$ cat config.mk
export PLATFORM = sky130hd
export DESIGN_NAME = regfile_sb_flat
export DESIGN_NICKNAME = d
export VERILOG_FILES = /design/src/rtl/regfile_sb_if.sv /design/src/rtl/regfile_sb.sv /design/src/flat_wrapper.sv
export SDC_FILE = /design/constraint.sdc
export NUM_CORES = 2
export LEC_CHECK = 0
export CORE_MARGIN = 1
export CORE_UTILIZATION = 53
export CTS_CLUSTER_DIAMETER = 60
export DETAILED_ROUTE_END_ITERATION = 8
export MAX_ROUTING_LAYER = met4
export PLACE_DENSITY = 0.76
export RECOVER_POWER = 100
export SLEW_MARGIN = 25
export SYNTH_ARGS = -nofsm -noshare
export SYNTH_HDL_FRONTEND = slang
export SYNTH_SLANG_ARGS = --single-unit
$ cat constraint.sdc
create_clock -name i_clk -period 6.4 [get_ports i_clk]
set_input_delay 0.64 -clock i_clk [delete_from_list [all_inputs] [get_ports i_clk]]
set_output_delay 0.64 -clock i_clk [all_outputs]
set_load 0.02 [all_outputs]
$ cat src/rtl/regfile_sb_if.sv
// Bus bundle for regfile_sb: read ports, writeback ports, issue handshake and flush.
// Issue handshake: decode holds i_issue_valid/i_issue_rd; an issue is taken on a rising edge where valid && o_issue_ready.
interface regfile_sb_if #(
  parameter int DATA_WIDTH = 32,
  parameter int REG_NUM    = 32,
  parameter int NUM_RD     = 2,
  parameter int NUM_WR     = 2
);
  localparam int AW = $clog2(REG_NUM);

  logic [NUM_RD*AW-1:0]         i_rs_addr;
  logic [NUM_RD*DATA_WIDTH-1:0] o_rs_data;
  logic [NUM_RD-1:0]            o_rs_busy;
  logic [NUM_WR-1:0]            i_wr_en;
  logic [NUM_WR*AW-1:0]         i_wr_addr;
  logic [NUM_WR*DATA_WIDTH-1:0] i_wr_data;
  logic                         i_issue_valid;
  logic [AW-1:0]                i_issue_rd;
  logic                         o_issue_ready;
  logic                         i_flush;

  modport slave (
    input  i_rs_addr, i_wr_en, i_wr_addr, i_wr_data, i_issue_valid, i_issue_rd, i_flush,
    output o_rs_data, o_rs_busy, o_issue_ready
  );

  modport master (
    output i_rs_addr, i_wr_en, i_wr_addr, i_wr_data, i_issue_valid, i_issue_rd, i_flush,
    input  o_rs_data, o_rs_busy, o_issue_ready
  );
endinterface

$ cat src/rtl/regfile_sb.sv
// Multi-ported GPR file (x0 hard-wired to zero) with per-register pending-write scoreboard.
// Define REGFILE_BYPASS_EN to forward same-cycle writeback data/busy-clear to the read ports.
module regfile_sb #(
  parameter int DATA_WIDTH = 32,
  parameter int REG_NUM    = 32,
  parameter int NUM_RD     = 2,
  parameter int NUM_WR     = 2
) (
  input logic         i_clk,
  input logic         i_rst,
  regfile_sb_if.slave bus
);
  localparam int AW = $clog2(REG_NUM);

  logic [DATA_WIDTH-1:0]        regs_q [REG_NUM];
  logic [DATA_WIDTH-1:0]        regs_d [REG_NUM];
  logic [REG_NUM-1:0]           busy_q;
  logic [REG_NUM-1:0]           busy_d;
  logic [AW-1:0]                issue_rd;
  logic                         issue_ready;
  logic [NUM_RD*DATA_WIDTH-1:0] rs_data;
  logic [NUM_RD-1:0]            rs_busy;

  // Ready looks only at the registered busy bit; a same-cycle writeback does not help.
  assign issue_rd    = bus.i_issue_rd;
  assign issue_ready = (issue_rd == '0) || !busy_q[issue_rd];

  always_comb begin : next_state
    regs_d = regs_q;
    busy_d = busy_q;
    for (int w = 0; w < NUM_WR; w++) begin
      if (bus.i_wr_en[w] && (bus.i_wr_addr[w*AW +: AW] != '0)) begin
        regs_d[bus.i_wr_addr[w*AW +: AW]] = bus.i_wr_data[w*DATA_WIDTH +: DATA_WIDTH];
        busy_d[bus.i_wr_addr[w*AW +: AW]] = 1'b0;
      end
    end
    // Issue set is applied after the writeback clear so it wins on the same register.
    if (bus.i_issue_valid && issue_ready && (issue_rd != '0)) begin
      busy_d[issue_rd] = 1'b1;
    end
    if (bus.i_flush) begin
      busy_d = '0;
    end
    regs_d[0] = '0;
    busy_d[0] = 1'b0;
  end

  always_ff @(posedge i_clk) begin
    if (i_rst) begin
      for (int i = 0; i < REG_NUM; i++) begin
        regs_q[i] <= '0;
      end
      busy_q <= '0;
    end else begin
      regs_q <= regs_d;
      busy_q <= busy_d;
    end
  end

  always_comb begin : read_ports
    rs_data = '0;
    rs_busy = '0;
    for (int p = 0; p < NUM_RD; p++) begin
      if (bus.i_rs_addr[p*AW +: AW] != '0) begin
        rs_data[p*DATA_WIDTH +: DATA_WIDTH] = regs_q[bus.i_rs_addr[p*AW +: AW]];
        rs_busy[p]                          = busy_q[bus.i_rs_addr[p*AW +: AW]];
`ifdef REGFILE_BYPASS_EN
        for (int w = 0; w < NUM_WR; w++) begin
          if (bus.i_wr_en[w] && (bus.i_wr_addr[w*AW +: AW] == bus.i_rs_addr[p*AW +: AW])) begin
            rs_data[p*DATA_WIDTH +: DATA_WIDTH] = bus.i_wr_data[w*DATA_WIDTH +: DATA_WIDTH];
            rs_busy[p]                          = 1'b0;
          end
        end
`else
        rs_busy[p] = busy_q[bus.i_rs_addr[p*AW +: AW]];
`endif
      end
    end
  end

  assign bus.o_rs_data     = rs_data;
  assign bus.o_rs_busy     = rs_busy;
  assign bus.o_issue_ready = issue_ready;
endmodule

$ cat src/flat_wrapper.sv
// flat-port wrapper written by rule: the top's interface ports become plain ports
module regfile_sb_flat 
#(
  parameter int DATA_WIDTH = 32,
  parameter int REG_NUM    = 32,
  parameter int NUM_RD     = 2,
  parameter int NUM_WR     = 2
)
  (i_clk, i_rst, bus_i_rs_addr, bus_i_wr_en, bus_i_wr_addr, bus_i_wr_data, bus_i_issue_valid, bus_i_issue_rd, bus_i_flush, bus_o_rs_data, bus_o_rs_busy, bus_o_issue_ready);
  regfile_sb_if #(.DATA_WIDTH(DATA_WIDTH), .REG_NUM(REG_NUM), .NUM_RD(NUM_RD), .NUM_WR(NUM_WR)) bus_i ();
  input logic i_clk;
  input logic i_rst;
  input wire logic [$bits(bus_i.i_rs_addr)-1:0] bus_i_rs_addr;
  input wire logic [$bits(bus_i.i_wr_en)-1:0] bus_i_wr_en;
  input wire logic [$bits(bus_i.i_wr_addr)-1:0] bus_i_wr_addr;
  input wire logic [$bits(bus_i.i_wr_data)-1:0] bus_i_wr_data;
  input wire logic [$bits(bus_i.i_issue_valid)-1:0] bus_i_issue_valid;
  input wire logic [$bits(bus_i.i_issue_rd)-1:0] bus_i_issue_rd;
  input wire logic [$bits(bus_i.i_flush)-1:0] bus_i_flush;
  output wire logic [$bits(bus_i.o_rs_data)-1:0] bus_o_rs_data;
  output wire logic [$bits(bus_i.o_rs_busy)-1:0] bus_o_rs_busy;
  output wire logic [$bits(bus_i.o_issue_ready)-1:0] bus_o_issue_ready;
  assign bus_i.i_rs_addr = bus_i_rs_addr;
  assign bus_i.i_wr_en = bus_i_wr_en;
  assign bus_i.i_wr_addr = bus_i_wr_addr;
  assign bus_i.i_wr_data = bus_i_wr_data;
  assign bus_i.i_issue_valid = bus_i_issue_valid;
  assign bus_i.i_issue_rd = bus_i_issue_rd;
  assign bus_i.i_flush = bus_i_flush;
  assign bus_o_rs_data = bus_i.o_rs_data;
  assign bus_o_rs_busy = bus_i.o_rs_busy;
  assign bus_o_issue_ready = bus_i.o_issue_ready;
  regfile_sb #(.DATA_WIDTH(DATA_WIDTH), .REG_NUM(REG_NUM), .NUM_RD(NUM_RD), .NUM_WR(NUM_WR)) u_core (.i_clk(i_clk), .i_rst(i_rst), .bus(bus_i));
endmodule
# Word-level counts from Yosys, hierarchy flattened

Cells that the tools add are included.

Bitwise operators: 9
Reductions and logical operators: 18
$lt $le $gt $ge: 14
Mux-type cells: 33

Operators by type and width:

| operator                                                    | count |
|---|---|
| bitwise mux 1024 bit                                        | 2 |
| two-way mux 1024 bit                                        | 1 |
| two-way mux 992 bit                                         | 1 |
| two-way mux 32 bit                                          | 11 |
| binary-select mux 32 bit (select 5 bit)                     | 2 |
| demux 32 bit (select 5 bit)                                 | 2 |
| AND 32 bit                                                  | 2 |
| inverter 32 bit                                             | 2 |
| bitwise OR 32 bit                                           | 1 |
| less-than comparator 5 x 6 -> 1 bit (second input constant) | 5 |
| nonzero test 5 bit                                          | 5 |
| >= comparator 6 bit (second input constant)                 | 4 |
| inverter 5 -> 6 bit                                         | 4 |
| binary-select mux 1 bit (select 5 bit)                      | 3 |
| demux 1 bit (select 5 bit)                                  | 3 |
| >= comparator 5 x 1 -> 1 bit (second input constant)        | 3 |
| less-than comparator 6 x 1 -> 1 bit (second input constant) | 2 |
| logical AND 1 bit                                           | 9 |
| two-way mux 1 bit                                           | 8 |
| zero test 5 bit                                             | 1 |
| OR reduction 2 bit                                          | 1 |
| zero test 1 bit                                             | 1 |
| logical OR 1 bit                                            | 1 |

Bits in registers: 1,024
Input port bits: 95

# Logic depth before layout (Yosys ltp)

Depth after elaboration: 11
Depth in mapped cells: 10
Depth with buffers taken out: 5

# Worst setup path after synthesis

No wires, ideal clock.

Path kind: input -> output
Start: in bus_i_rs_addr[0]
End: out bus_o_rs_data[11]
Setup slack: 3.308 ns
Arrival time: 2.452 ns
Cell stages on the path: 7
Cell sequence: buf_2 > buf_6 > buf_2 > mux4_2 > mux4_2 > nand2_1 > o21ai_0

Longest elaborated chain between the ends: 5
Elaborated cells between the ends (all ways): 6

Ends and longest elaborated chain:

| item                                                   | RTL line           | source |
|---|---|---|
| start, declared                                        | flat_wrapper.sv:13 | `input wire logic [$bits(bus_i.i_rs_addr)-1:0] bus_i_rs_addr;` |
| inverter 5 -> 6 bit (implied by the code)              | regfile_sb.sv:65   | `rs_data[p*DATA_WIDTH +: DATA_WIDTH] = regs_q[bus.i_rs_addr[p*AW +: AW]];` |
| binary-select mux 32 bit (select 5 bit)                | regfile_sb.sv:65   |  |
| two-way mux 32 bit (implied by the code) (2 in series) | regfile_sb.sv:65   |  |
| two-way mux 32 bit *                                   | regfile_sb.sv:64   | `if (bus.i_rs_addr[p*AW +: AW] != '0) begin` |
| end, declared                                          | flat_wrapper.sv:20 | `output wire logic [$bits(bus_i.o_rs_data)-1:0] bus_o_rs_data;` |

Every way passes the cells marked *; elsewhere a longest branch is shown, timed or not. The select of a mux whose other input is x is not followed.

# Worst setup path after layout

Start: in bus_i_rs_addr[6]
End: out bus_o_rs_data[54]

Same word-level chain as after synthesis.

==> impl_metrics.csv <==
group,metric,value,unit
outcome,status,"finished, violations left",
outcome,violations,"max-capacitance violations, max-slew violations",
detailed_routing,via_count,57700,
synth,synth_cells,6610,
die,initial_core_util,53.63,%
timing,period_minus_slack,5847,ps
place,gp_congestion,0.9875,
synth,yosys.area_share.simple,11.75,%
setup_path,r2r-start,"u_core.busy_q[29]$_SDFF_PP0_",
die,die_h,345.4,µm
synth,ys_warn_count,0,
power_and_ir_drop,power_density,224.0,mW/mm²
setup_path,required,5760,ps
synth,synth_most_common_cell,"nor2_1",
run,maxCapViolCount,36,
die,die-area,0.1193,mm²
hold_path,hold_start,"u_core.regs_q[621]$_SDFF_PP0_",
synth,netlist.area_leader.share,32.77,%
synth,syn_nets,6705,
die,die_x,345.4,µm
global_routing,antenna_found_initial,17,
synth,synth_top_family_by_area,"multiplexers",
global_routing,grt_pass1_wl,354400,µm
synth,synth_area,0.06249,mm²
clock_tree,cts-root-buf,"clkbuf_16",
hold_path,hold_class,"reg -> reg",
die,io_pins,162,
setup_path,startpoint,"bus_i_rs_addr[6]",
timing,drv_slew,1176,
detailed_routing,routed_wl,239500,µm
clock_tree,cts-resized-gates,0,
global_routing,grt_usage,39.81,%
synth,synth_flop_cell,"dfxtp_1",
clock_tree,cts_tree,"yes",
synth,synth_xor_area_share,0,%
setup_path,cp-start-kind,"primary input",
synth,syn_area_per_cell,9.454,µm²
timing,timing.final.crit_share,91.35,%
place,dpl.hpwl,135300,µm
detailed_routing,ant_nets,0,
die,coreArea,0.1165,mm²
finish,final_nets,6251,
timing,tns,0,ps
finish,fillers,9490,
clock_tree,clock_latency,700,ps
synth,netlist_top_cells_count,"nor2_1 (1067), dfxtp_1 (1023), mux2i_1 (951)",
clock_tree,clk_path_buf_depth,3,
power_and_ir_drop,ir_drop,0.2035,mV
finish,multiInputGateArea,0.03856,mm²
clock_tree,ctsHoldBuffers,0,
synth,synth_cell_types,44,
die,row_count,125,
synth,synth_mux_area_share,33.27,%
synth,synthTopCellsByArea,"dfxtp_1 (33%), mux2i_1 (15%), mux4_2 (14%), a211oi_1 (9.8%), nor2_1 (6.4%)",
place,numPortBuffers,161,
finish,areaGrowthSynthToFinish,8.247,%
global_routing,gr-total-overflow,0,
finish,final_cells,7782,
setup_path,cp-end-kind,"output pin",
timing,fmax,171.0,MHz
setup_path,reg2reg_slack,3630,ps
setup_path,cp.arrival,5210,ps
finish,drive_above_1_share,16.05,%
synth,yosysTopAreaCell,"dfxtp_1",
setup_path,path_class,"in -> out",
power_and_ir_drop,leakage,25.07,nW
place,dpl.cell_count,7563,
detailed_routing,drtIter0Drc,8997,
timing,rsz0062_at_grt,"false",
synth,synth_seq_cells,1023,
clock_tree,htreeDepth,3,
timing,hold_slack,499.8,ps
synth,synth_seq_area_share,32.77,%
detailed_routing,drc,0,
timing,tightest_slew,3807,ps
clock_tree,numCtsBuffers,111,
timing,setup_viol,0,
synth,synth_compound_area_share,16.23,%
timing,relSlewSlack,-153.8,%
global_routing,grt_pass1_vias,55490,
synth,ys_async_sr_fraction,0,%
timing,clock_skew,5.429,ps
detailed_routing,dr.pass1.iters,8,
clock_tree,cts_setup_buffers,0,
synth,synth_edf_count,0,
timing,timing.final.hold_violations,0,
detailed_routing,via_per_inst,7.415,
setup_path,crit_fanout,68,
clock_tree,clkTransAtPathRegs,60,ps
finish,register_area,0.02048,mm²
global_routing,grt_start_max_net_pins,198,
detailed_routing,wl_per_cell,30.78,µm
synth,synth_fa_ha_area_share,0,%
clock_tree,cts_sinks,1023,
## state kept, by name, summed over array words and instances, names as in the netlist
name           cells
u_core.busy_q     31
u_core.regs_q    992
## per-layer routing
metal	vias up	global-route usage [%]	wire [µm]
met2	4791	56.99	102800
met4	0	28.95	19340
met5	-	-	0
met3	1282	10.57	31940
met1	27710	48.26	85450
li1	23920	-	-
## final timing paths
check	endpoint	depth (start not counted)
setup / recovery	bus_o_rs_data[54]	6
hold / removal	u_core.regs_q[621]$_SDFF_PP0_	2
setup reg to reg	u_core.busy_q[21]$_SDFF_PP0_	5
hold reg to reg	u_core.regs_q[621]$_SDFF_PP0_	2
## through the flow
stage	util (%)	total power, mW	instance area [µm²]	setup WS [ps]
global route	58.05	15.43	67640	767.1
finish	58.05	15.15	67640	553.4
CTS	58.19	15.05	67810	1676
floorplan	-	7.781	62490	3308
detailed placement	54.91	8.372	63980	1670
global placement	54.96	8.346	64040	1675
## layout make-up
| cell class | instances | share of cell area [%] |
|---|---|---|
| Antenna cell | 16 | 0.05919 |
| Clock buffer | 160 | 4.843 |
| Clock inverter | 39 | 0.8083 |
| Inverter | 2 | 0.01110 |
| Multi-Input combinational cell | 4699 | 57.00 |
| Sequential cell | 1023 | 30.28 |
| Tap cell | 1524 | 2.819 |
| Timing Repair Buffer | 319 | 4.179 |
## worst max-delay path: stages
cell             delay [ps]
clkbuf_4               1030
nand2b_1               1430
o22ai_1                 170
o31ai_1                 960
o21ai_0                 270
clkdlybuf4s50_1         610
## report_power, final
part | internal, mW | switching (mW) | leakage (nW)
sequential | 6.49 | 0.101 | 8.27
combinational | 0.568 | 1.15 | 14.9
clock | 3.99 | 2.85 | 1.86
## placed cells by master, fill, tap and decap left out, types with 5 or more instances in the layout
cell / n
clkbuf_16: 114
diode_2: 16
clkinvlp_4: 7
a311oi_1: 178
dfxtp_1: 1023
nor2_4: 8
nor3b_1: 5
buf_4: 125
nor2_1: 1066
o21ai_1: 7
nand3_1: 266
and3b_1: 6
mux2_2: 198
mux4_2: 398
nand2_2: 14
dlygate4sd3_1: 63
nand2_4: 14
and3_1: 5
clkdlybuf4s50_1: 69
a22oi_1: 132
bufinv_16: 11
nand4_1: 24
o31ai_1: 67
buf_2: 18
clkbuf_1: 38
nor2b_1: 5
clkbuf_8: 25
clkbuf_2: 5
nand2_1: 339
a211oi_1: 814
o21ai_0: 81
o22ai_1: 73
mux2i_1: 951
clkinv_2: 13
buf_12: 11
## cells by family (layout without fill, tap and decap cells)
group / count (synthesis) / in the layout
multiplexers: 1550 / 1550
buffers and inverters: 888 / 520
flip-flops: 1023 / 1023
AO/OA/AOI/OAI: 1360 / 1360
AND/OR/NAND/NOR: 1789 / 1789
other: 0 / 16
Power figures use the tool's default switching activity.
